$ cat config.mk
export PLATFORM = sky130hd
export DESIGN_NAME = player_hit_tracker_flat
export DESIGN_NICKNAME = d
export VERILOG_FILES = /design/src/rtl/game_pkg.sv /design/src/rtl/player_hit_tracker_if.sv /design/src/rtl/aabb_overlap.sv /design/src/rtl/player_hit_tracker.sv /design/src/flat_wrapper.sv
export SDC_FILE = /design/constraint.sdc
export NUM_CORES = 1
export LEC_CHECK = 0
export CAP_MARGIN = 25
export CORE_ASPECT_RATIO = 1.5
export CORE_MARGIN = 1.5
export CORE_UTILIZATION = 47
export DETAILED_ROUTE_END_ITERATION = 16
export PLACE_DENSITY = 0.81
export REMOVE_ABC_BUFFERS = 1
export SLEW_MARGIN = 15
export SYNTH_ARGS = -nofsm -noshare
export SYNTH_HDL_FRONTEND = slang
export SYNTH_SLANG_ARGS = --single-unit
$ cat constraint.sdc
create_clock -name clk_master -period 6.2 [get_ports clk_master]
set_clock_uncertainty 0.1 [all_clocks]
set_input_delay 1.24 -clock clk_master [delete_from_list [all_inputs] [get_ports clk_master]]
set_output_delay 1.24 -clock clk_master [all_outputs]
set_load 0.01 [all_outputs]
$ cat src/rtl/game_pkg.sv
// Shared game geometry, HP width and hit-tracker state encoding.
// Pure declarations: no latency and no backpressure.
package game_pkg;
  localparam int X_W      = 10;
  localparam int Y_W      = 9;
  localparam int HP_W     = 4;
  localparam int SCREEN_W = 640;
  localparam int SCREEN_H = 480;
  localparam int N_SLOTS  = 5;

  typedef logic [X_W-1:0] coord_x_t;
  typedef logic [Y_W-1:0] coord_y_t;

  typedef enum logic [1:0] {IDLE, SCAN, HIT, DEAD} hit_state_t;
endpackage

$ cat src/rtl/player_hit_tracker_if.sv
// Player/projectile geometry in, hit status out; master drives the geometry and the step strobe.
// Wiring only: no latency; no backpressure (step strobes are fire-and-forget).
interface player_hit_tracker_if;
  import game_pkg::*;

  logic             pulse_cycleStep;
  coord_x_t         playerX, playerW;
  coord_y_t         playerY, playerH;
  coord_x_t         proj1X, proj2X, proj3X, proj4X, proj5X, projW;
  coord_y_t         proj1Y, proj2Y, proj3Y, proj4Y, proj5Y, projH;
  logic             playerHit;
  logic [HP_W-1:0]  playerHP;
  logic             invuln;
  logic             playerDead;
`ifdef HIT_INDEX_EN
  logic [2:0]       hitIdx;
`endif

  modport master (
    output pulse_cycleStep, playerX, playerY, playerW, playerH,
    output proj1X, proj2X, proj3X, proj4X, proj5X, projW,
    output proj1Y, proj2Y, proj3Y, proj4Y, proj5Y, projH,
`ifdef HIT_INDEX_EN
    input  hitIdx,
`endif
    input  playerHit, playerHP, invuln, playerDead
  );

  modport slave (
    input  pulse_cycleStep, playerX, playerY, playerW, playerH,
    input  proj1X, proj2X, proj3X, proj4X, proj5X, projW,
    input  proj1Y, proj2Y, proj3Y, proj4Y, proj5Y, projH,
`ifdef HIT_INDEX_EN
    output hitIdx,
`endif
    output playerHit, playerHP, invuln, playerDead
  );
endinterface

$ cat src/rtl/aabb_overlap.sv
// Strict axis-aligned box overlap; end coordinates widened by one bit so they never wrap.
// Combinational, zero latency; no backpressure.
module aabb_overlap
  import game_pkg::*;
(
  input  coord_x_t px,
  input  coord_x_t pw,
  input  coord_y_t py,
  input  coord_y_t ph,
  input  coord_x_t qx,
  input  coord_x_t qw,
  input  coord_y_t qy,
  input  coord_y_t qh,
  output logic     overlap
);
  logic [X_W:0] px_end, qx_end;
  logic [Y_W:0] py_end, qy_end;

  assign px_end = {1'b0, px} + {1'b0, pw};
  assign qx_end = {1'b0, qx} + {1'b0, qw};
  assign py_end = {1'b0, py} + {1'b0, ph};
  assign qy_end = {1'b0, qy} + {1'b0, qh};

  // Strict compares: boxes that only share an edge do not collide.
  assign overlap = ({1'b0, px} < qx_end) && ({1'b0, qx} < px_end) &&
                   ({1'b0, py} < qy_end) && ({1'b0, qy} < py_end);
endmodule

$ cat src/rtl/player_hit_tracker.sv
// Per game step, snapshots geometry and scans 5 projectile slots one per clock; hit pulse 1-5 clocks after the step edge.
// No backpressure: steps arriving mid-scan only tick invulnerability. HIT_INDEX_EN adds the hitIdx output.
module player_hit_tracker
  import game_pkg::*;
#(
  parameter int MAX_HP       = 5,
  parameter int INVULN_STEPS = 8,
  parameter int SCREEN_H     = game_pkg::SCREEN_H
) (
  input  logic                 clk_master,
  input  logic                 rst,
  player_hit_tracker_if.slave  bus
);
  localparam int CW = (INVULN_STEPS < 1) ? 1 : $clog2(INVULN_STEPS + 1);
  localparam logic [Y_W:0] Y_LIMIT = (Y_W + 1)'(SCREEN_H);

  hit_state_t      state, state_d;
  logic [HP_W-1:0] hp, hp_d;
  logic [CW-1:0]   cnt, cnt_d;
  logic [2:0]      idx, idx_d;
  logic            hit_q, hit_d, dead_q, dead_d, snap_en;

  coord_x_t snap_px, snap_pw, snap_qw;
  coord_y_t snap_py, snap_ph, snap_qh;
  coord_x_t snap_qx [N_SLOTS];
  coord_y_t snap_qy [N_SLOTS];
  coord_x_t cur_x;
  coord_y_t cur_y;
  logic     box_hit, overlap;

  always_comb begin
    cur_x = '0;
    cur_y = '0;
    case (idx)
      3'd0: begin cur_x = snap_qx[0]; cur_y = snap_qy[0]; end
      3'd1: begin cur_x = snap_qx[1]; cur_y = snap_qy[1]; end
      3'd2: begin cur_x = snap_qx[2]; cur_y = snap_qy[2]; end
      3'd3: begin cur_x = snap_qx[3]; cur_y = snap_qy[3]; end
      3'd4: begin cur_x = snap_qx[4]; cur_y = snap_qy[4]; end
      default: ;
    endcase
  end

  aabb_overlap u_aabb (
    .px(snap_px), .pw(snap_pw), .py(snap_py), .ph(snap_ph),
    .qx(cur_x),   .qw(snap_qw), .qy(cur_y),   .qh(snap_qh),
    .overlap(box_hit)
  );

  // Slots parked below the visible area are inactive.
  assign overlap = box_hit && ({1'b0, cur_y} < Y_LIMIT);

  always_comb begin
    state_d = state;
    hp_d    = hp;
    cnt_d   = cnt;
    idx_d   = idx;
    hit_d   = 1'b0;
    dead_d  = dead_q;
    snap_en = 1'b0;
    if (bus.pulse_cycleStep && (cnt != '0))
      cnt_d = cnt - CW'(1);
    case (state)
      IDLE: begin
        if (bus.pulse_cycleStep && (cnt == '0)) begin
          snap_en = 1'b1;
          idx_d   = '0;
          state_d = SCAN;
        end
      end
      SCAN: begin
        if (overlap) begin
          hit_d   = 1'b1;
          hp_d    = hp - HP_W'(1);
          cnt_d   = CW'(INVULN_STEPS);
          dead_d  = (hp == HP_W'(1));
          state_d = HIT;
        end else if (idx == 3'd4) begin
          state_d = IDLE;
        end else begin
          idx_d = idx + 3'd1;
        end
      end
      HIT:  state_d = (hp == '0) ? DEAD : IDLE;
      DEAD: begin
        hp_d   = '0;
        dead_d = 1'b1;
      end
      default: state_d = IDLE;
    endcase
  end

  always_ff @(posedge clk_master or negedge rst) begin
    if (!rst) state <= IDLE;
    else      state <= state_d;
  end

  always_ff @(posedge clk_master or negedge rst) begin
    if (!rst) begin
      hp      <= HP_W'(MAX_HP);
      cnt     <= '0;
      idx     <= '0;
      hit_q   <= 1'b0;
      dead_q  <= 1'b0;
      snap_px <= '0;
      snap_pw <= '0;
      snap_py <= '0;
      snap_ph <= '0;
      snap_qw <= '0;
      snap_qh <= '0;
      for (int i = 0; i < N_SLOTS; i++) begin
        snap_qx[i] <= '0;
        snap_qy[i] <= '0;
      end
    end else begin
      hp     <= hp_d;
      cnt    <= cnt_d;
      idx    <= idx_d;
      hit_q  <= hit_d;
      dead_q <= dead_d;
      if (snap_en) begin
        snap_px    <= bus.playerX;
        snap_pw    <= bus.playerW;
        snap_py    <= bus.playerY;
        snap_ph    <= bus.playerH;
        snap_qw    <= bus.projW;
        snap_qh    <= bus.projH;
        snap_qx[0] <= bus.proj1X;
        snap_qx[1] <= bus.proj2X;
        snap_qx[2] <= bus.proj3X;
        snap_qx[3] <= bus.proj4X;
        snap_qx[4] <= bus.proj5X;
        snap_qy[0] <= bus.proj1Y;
        snap_qy[1] <= bus.proj2Y;
        snap_qy[2] <= bus.proj3Y;
        snap_qy[3] <= bus.proj4Y;
        snap_qy[4] <= bus.proj5Y;
      end
    end
  end

`ifdef HIT_INDEX_EN
  logic [2:0] hit_idx_q;
  always_ff @(posedge clk_master or negedge rst) begin
    if (!rst)       hit_idx_q <= '0;
    else if (hit_d) hit_idx_q <= idx + 3'd1;
  end
  assign bus.hitIdx = hit_idx_q;
`endif

  assign bus.playerHit  = hit_q;
  assign bus.playerHP   = hp;
  assign bus.invuln     = (cnt != '0);
  assign bus.playerDead = dead_q;
endmodule
$ cat src/flat_wrapper.sv
// flat-port wrapper written by rule: the top's interface ports become plain ports
module player_hit_tracker_flat import game_pkg::*;
#(
  parameter int MAX_HP       = 5,
  parameter int INVULN_STEPS = 8,
  parameter int SCREEN_H     = game_pkg::SCREEN_H
)
  (clk_master, rst, bus_pulse_cycleStep, bus_playerX, bus_playerY, bus_playerW, bus_playerH, bus_proj1X, bus_proj2X, bus_proj3X, bus_proj4X, bus_proj5X, bus_projW, bus_proj1Y, bus_proj2Y, bus_proj3Y, bus_proj4Y, bus_proj5Y, bus_projH, bus_playerHit, bus_playerHP, bus_invuln, bus_playerDead);
  player_hit_tracker_if bus_i ();
  input  logic clk_master;
  input  logic rst;
  input wire logic [$bits(bus_i.pulse_cycleStep)-1:0] bus_pulse_cycleStep;
  input wire logic [$bits(bus_i.playerX)-1:0] bus_playerX;
  input wire logic [$bits(bus_i.playerY)-1:0] bus_playerY;
  input wire logic [$bits(bus_i.playerW)-1:0] bus_playerW;
  input wire logic [$bits(bus_i.playerH)-1:0] bus_playerH;
  input wire logic [$bits(bus_i.proj1X)-1:0] bus_proj1X;
  input wire logic [$bits(bus_i.proj2X)-1:0] bus_proj2X;
  input wire logic [$bits(bus_i.proj3X)-1:0] bus_proj3X;
  input wire logic [$bits(bus_i.proj4X)-1:0] bus_proj4X;
  input wire logic [$bits(bus_i.proj5X)-1:0] bus_proj5X;
  input wire logic [$bits(bus_i.projW)-1:0] bus_projW;
  input wire logic [$bits(bus_i.proj1Y)-1:0] bus_proj1Y;
  input wire logic [$bits(bus_i.proj2Y)-1:0] bus_proj2Y;
  input wire logic [$bits(bus_i.proj3Y)-1:0] bus_proj3Y;
  input wire logic [$bits(bus_i.proj4Y)-1:0] bus_proj4Y;
  input wire logic [$bits(bus_i.proj5Y)-1:0] bus_proj5Y;
  input wire logic [$bits(bus_i.projH)-1:0] bus_projH;
  output wire logic [$bits(bus_i.playerHit)-1:0] bus_playerHit;
  output wire logic [$bits(bus_i.playerHP)-1:0] bus_playerHP;
  output wire logic [$bits(bus_i.invuln)-1:0] bus_invuln;
  output wire logic [$bits(bus_i.playerDead)-1:0] bus_playerDead;
  assign bus_i.pulse_cycleStep = bus_pulse_cycleStep;
  assign bus_i.playerX = bus_playerX;
  assign bus_i.playerY = bus_playerY;
  assign bus_i.playerW = bus_playerW;
  assign bus_i.playerH = bus_playerH;
  assign bus_i.proj1X = bus_proj1X;
  assign bus_i.proj2X = bus_proj2X;
  assign bus_i.proj3X = bus_proj3X;
  assign bus_i.proj4X = bus_proj4X;
  assign bus_i.proj5X = bus_proj5X;
  assign bus_i.projW = bus_projW;
  assign bus_i.proj1Y = bus_proj1Y;
  assign bus_i.proj2Y = bus_proj2Y;
  assign bus_i.proj3Y = bus_proj3Y;
  assign bus_i.proj4Y = bus_proj4Y;
  assign bus_i.proj5Y = bus_proj5Y;
  assign bus_i.projH = bus_projH;
  assign bus_playerHit = bus_i.playerHit;
  assign bus_playerHP = bus_i.playerHP;
  assign bus_invuln = bus_i.invuln;
  assign bus_playerDead = bus_i.playerDead;
  player_hit_tracker #(.MAX_HP(MAX_HP), .INVULN_STEPS(INVULN_STEPS), .SCREEN_H(SCREEN_H)) u_core (.clk_master(clk_master), .rst(rst), .bus(bus_i));
endmodule
# Word-level counts from Yosys, hierarchy flattened
# Index checks and enable logic that the tools add are counted.
[totals]
word_cells = 86
out_inout_bits = 7
input_bits = 155
regBits = 167
[classes]
reduce_logical = 17
add_sub_neg = 7
magnitude_cmp = 5
eq_ne = 13
muxes = 22
[op_table]
columns = ["cell", "n"]
rows = [
  ["$pmux 10 s5", 1],
  ["$pmux 9 s5", 1],
  ["$add 10x10->11", 2],
  ["$lt 10x11->1", 2],
  ["$add 9x9->10", 2],
  ["$lt 9x10->1", 2],
  ["$mux 4", 4],
  ["$lt 9x9->1 const B", 1],
  ["$mux 3", 3],
  ["$logic_not 4->1", 2],
  ["$mux 2", 4],
  ["$pmux 4 s2", 1],
  ["$sub 4x1->4 const B", 2],
  ["$eq 3x2->1 const B", 2],
  ["$logic_and 1x1->1", 6],
  ["$pmux 2 s3", 1],
  ["$pmux 3 s2", 1],
  ["$mux 1", 5],
  ["$eq 2x2->1 const B", 2],
  ["$eq 4x1->1 const B", 1],
  ["$ne 2x1->1 const B", 2],
  ["$ne 2x2->1 const B", 2],
  ["$reduce_and 4->1", 1],
  ["$reduce_bool 2->1", 2],
  ["12 further kinds", 12],
]

# Logic depth before layout (Yosys ltp)
[depth]
ltp_word = 10
ltp_mapped = 27
mapped_depth_nobuf = 24

# Cells and area by module
# Synthesis repeated with hierarchy kept, for this count alone.
[hier_totals]
hier_cells = 1113
hier_area_um2 = 9506.6
[modules_own_cells]
columns = ["mod", "n_inst", "area_per_inst_um2", "cells_each", "seq_area_each_um2"]
rows = [
  ["player_hit_tracker", 1, 7298.2, 838, 4181.5],
  ["aabb_overlap", 1, 2208.4, 275, 0.0],
]

# Least setup slack after synthesis
# Ideal clock, no wire load.
[synth_timing]
path_kind = "register to register"
startpoint = "register u_core.idx[2]"
endpoint = "register u_core.state[0]"
setup_slack_ns = 0.852
stages_incl_launch_ff = 26
synth_period_minus_slack_ns = 5.348
arrival_ns = 5.120
cell_sequence = "dfrtp_1 -> buf_6 -> buf_2 -> inv_1 -> ha_1 -> buf_2 -> clkbuf_1 -> nand2_1 -> nand4_1 -> ha_1 -> a21o_1 -> a21oi_1 -> o21bai_1 -> maj3_2 -> a311o_1 -> a21o_1 -> a21oi_1 -> xor2_1 -> ha_1 -> a21oi_1 -> nand3_1 -> o21a_1 -> a221oi_2 -> o311ai_4 -> a311oi_2 -> mux2_1"
[synth_between]
elab_chain_cells = 10
word_cells_on_any_way = 22
cone_classes = "add/sub (2); order compare (5); eq/ne (5); mux (4); reduce/logical (6)"
[synth_rtl]
columns = ["element", "line", "source"]
rows = [
  ["from (decl)", "player_hit_tracker.sv:20", "logic [2:0] idx, idx_d;"],
  ["from (signal assigned)", "player_hit_tracker.sv:118", "idx <= idx_d;"],
  ["$eq 3x3->1 (tied with other cells)", "player_hit_tracker.sv:34, player_hit_tracker.sv:78", ""],
  ["$pmux 10 s5", "player_hit_tracker.sv:34", "case (idx)"],
  ["$add 10x10->11", "aabb_overlap.sv:20", "assign qx_end = {1'b0, qx} + {1'b0, qw};"],
  ["$lt 10x11->1", "aabb_overlap.sv:25", "assign overlap = ({1'b0, px} < qx_end) && ({1'b0, qx} < px_end) &&"],
  ["$logic_and 1x1->1 (2 in a row)", "aabb_overlap.sv:25", ""],
  ["$logic_and 1x1->1", "aabb_overlap.sv:26", "({1'b0, py} < qy_end) && ({1'b0, qy} < py_end);"],
  ["$logic_and 1x1->1", "player_hit_tracker.sv:51", "assign overlap = box_hit && ({1'b0, cur_y} < Y_LIMIT);"],
  ["$ne 3x1->1 (no line) or $mux 2 (tied branches)", "--", ""],
  ["$reduce_and 3->1 (no line) or $pmux 2 s3 (tied branches)", "--", ""],
  ["to (signal assigned)", "player_hit_tracker.sv:95", "else state <= state_d;"],
  ["to (decl)", "player_hit_tracker.sv:17", "hit_state_t state, state_d;"],
]
# Several ways; a longest one is shown, not always the timed one.
# A chain may end at the register's enable or synchronous reset.

# Worst setup path after layout
[layout_timing]
startpoint = "register u_core.idx[1]"
endpoint = "register u_core.state[0]"
# The elaborated chain is that of the path after synthesis.

==> impl_metrics.ini <==
[status]
status = complete, no violations

[clock_network]
cts.sinks = 167
worst_skew_pair.late_latency_ns = 0.44
cts-buffers-inserted = 17
clockRootBuffer = clkbuf_16
cts_max_level = 4
cts_resized = 0
post-cts-setup-buffers = 0
worst_setup_hold_path_clk_slew_ns = 0.07
cts_hold_buf = 0
tritoncts = done
cts_buffer_depth = 2

[placement]
place.gp.congestion = 0.881
placement.setup.worst_slack_ns = 0.513
placed_instance_area_um2 = 11300
port-buffer-count = 161
hpwlAfterDp_um = 18000

[synth]
synthesis.area_per_instance_um2 = 11.8
yosys_warnings = 0
synth_seq_area_share_pct = 44.2
synthDominantAreaCellType = dfrtp_1
synth_enable_flop_cells = 0
synthesized_instance_count = 800
synthTopCellsByArea = dfrtp_1 44%, mux2_2 19%, ha_1 11%
post_synth_num_cell_types = 73
synthesis.area_um2 = 9460
post-synth-top-area-fraction_pct = 43.6
postSynthRegisterBits = 167
share_of_flip_flops_with_an_asynchronous_set_or_reset_after_synthesis_pct = 100
synth_flop_cell = dfrtp_1

[setup_path]
required_ns = 6.42
worst-path-buf-inv = 1
path_delay_family = compound AO/OA/AOI/OAI gates
worst_setup_path_class = flip-flop to flip-flop
setup.worst_path.start_class = flip-flop
critPathMaxStageDelay_ns = 0.46
critPathSlowestCell = nor2b_4
worstPathMaxFanout = 15
worst-endpoint-arrival_ns = 5.98
worstPathCellList = inv_1 -> ha_1 -> nor2b_4 -> nand2_1 -> nand4_1 -> ha_1 -> a21o_1 -> a21oi_1 -> o21bai_1 -> maj3_2 -> a311o_1 -> a21o_1 -> a21oi_1 -> xor2_1 -> ha_1 -> a21oi_1 -> nand3_1 -> o21a_1 -> a221oi_2 -> o311ai_4 -> a311oi_2 -> mux2_1
cp-end-kind = flip-flop

[final_layout]
layout.cells.most_common_list = 165 x dfrtp_1, 161 x mux2_2, 160 x clkdlybuf4s50_1, 83 x ha_1, 58 x nand2_1
drive_above_1_share_pct = 23.0
nNetsFinal = 1204
mostFrequentLayoutCell = dfrtp_1
antenna-diode-count = 0
area_delta_synth_final_pct = 26.8
finalInstanceArea_um2 = 12000
fillerInstances = 1583

[timing]
timing_max_transition_violations_final = 0
max_slew.worst_pin.slew_ns = 0.800
final_critical_path_setup_slack_ns = 0.434
grt_setup_unrepaired = false
finalCriticalPeriod_ns = 5.77
final_setup_fails = 0
period_share_pct = 93.0
timing.max_slew.rel_slack_pct = 46.7
timing.fmax_mhz = 173
final-hold-violation-count = 0

[detailed_routing]
initialDrtViolationCount = 361
drc = 0
vias_per_cell = 5.59
wire_per_inst_um = 19.1
total_wire_length_um = 23600
drt-pass1-iter-count = 8
via_count = 6905
ant_nets = 0

[pwr]
power-per-cell-area_nw_per_um2 = 631
peakVddDrop_v = 0.000319
cellLeakagePower_uw = 0.00549

[floorplan]
die_w_um = 119
row_count = 63
core_region_area_um2 = 19800
initial_core_utilization_pct = 47.8
io_pins = 162
die_area_um2 = 21000
floorplan.die.height_um = 177

[global_routing]
grt_antenna_before_repair = 0
grt_overflow_total = 0
largest_net_degree_at_the_start_of_global_routing = 81
first_pass_grt_wire_length_um = 37500
grt_use_total_pct = 23.3
first_global_vias = 7385

[min_path]
hp_class = flip-flop to flip-flop

[flow_run]
drv_cap = 0
==> worst reg2reg max path: stages, from the launching register on <==
cell      delay (ns)
dfrtp_1         0.42
inv_1           0.10
ha_1            0.26
nor2b_4         0.46
nand2_1         0.12
nand4_1         0.16
ha_1            0.25
a21o_1          0.15
a21oi_1         0.21
o21bai_1        0.10
maj3_2          0.33
a311o_1         0.39
a21o_1          0.18
a21oi_1         0.16
xor2_1          0.16
ha_1            0.26
a21oi_1         0.17
nand3_1         0.10
o21a_1          0.21
a221oi_2        0.34
o311ai_4        0.29
a311oi_2        0.38
mux2_1          0.35
==> registers in the layout (all words and copies together) (netlist names), 9 cells and up <==
register,flops
u_core.snap_qh,9
u_core.snap_px,10
u_core.snap_pw,10
u_core.snap_qy,45
u_core.snap_py,9
u_core.snap_qx,50
u_core.snap_qw,10
u_core.snap_ph,9
==> layout make-up <==
class	count	area, um^2	share of cell area [%]
clock buffers	18	439	3.66
well taps	260	325	2.71
repair buffers	172	1710	14.2
multi-input cells	574	5040	42.0
flip-flops and latches	167	4180	34.9
inverters	30	113	0.939
clock inverters	14	188	1.56
==> logic make-up (layout without fill, tap and decap cells) <==
family,after synthesis,in the layout,share of synthesized area [%]
flops,167,167,44.2
buf+inv,59,234,2.67
compound gates,142,142,10.8
xor+xnor,27,27,2.50
fa+ha+maj,88,88,11.9
simple gates,149,149,7.92
mux,168,168,20.0
==> per-stage QoR <==
step	util [%]	total power [uW]	instances	hold slack [ns]	setup TNS (ns)
2_1_floorplan	-	5260	771	0.374	-11.41
3_3_place_gp	57.4	6220	1202	0.388	0
3_5_place_dp	57.4	6400	1202	0.394	0
4_1_cts	60.5	7580	1234	0.412	0
5_1_grt	60.6	8190	1235	0.419	0
6_report	60.6	7570	1235	0.411	0
==> Yosys cell counts, types with 3 or more instances <==
master and n:
a21o_1 15, buf_2 4, mux2i_1 5, o21a_1 9, inv_1 30, dfrtp_1 165, a222oi_1 10, ha_1 83
nand2_1 58, fa_1 4, xor2_1 14, or3_1 4, nor2_1 24, and2_1 6, and4_1 3, a31oi_1 4
a22oi_1 16, o22ai_1 3, a21oi_1 31, buf_6 3, nand3_1 18, nor3_1 6, clkbuf_1 19, mux2_2 161
o21ai_0 21, a211oi_1 4, nor2b_1 6, o21bai_1 3, xnor2_1 13, nand2b_1 8
==> final timing paths <==
| path | start | end | slack, ns | cells after the start |
|---|---|---|---|---|
| worst max-delay path | u_core.idx[1] | u_core.state[0] | 0.43 | 22 |
| worst min register to register | u_core.snap_qx[26] | u_core.snap_qx[26] | 0.41 | 1 |
| min in group asynchronous | rst | u_core.snap_ph[8] | 0.65 | 1 |
| max in group asynchronous | rst | u_core.snap_qy[10] | 4.20 | 3 |
| worst max register to register | u_core.idx[1] | u_core.state[0] | 0.43 | 22 |
| worst min-delay path | u_core.snap_qx[26] | u_core.snap_qx[26] | 0.41 | 1 |
==> power by group <==
| part | internal (uW) | switching (uW) | leakage (uW) |
|---|---|---|---|
| clock | 656 | 477 | 0.000301 |
| sequential | 1600 | 392 | 0.00209 |
| combinational | 2200 | 2250 | 0.00310 |
| total | 4450 | 3120 | 0.00549 |
==> routing by layer <==
metal / share of wire, % / global-route usage (%) / up-vias
met5: 0 / 0 / -
met4: 3.9 / 10.2 / 0
met3: 3.5 / 3.90 / 51
met2: 55 / 44.0 / 196
met1: 38 / 25.4 / 3421
li1: - / - / 3237
(Power assumes the default switching activity.)
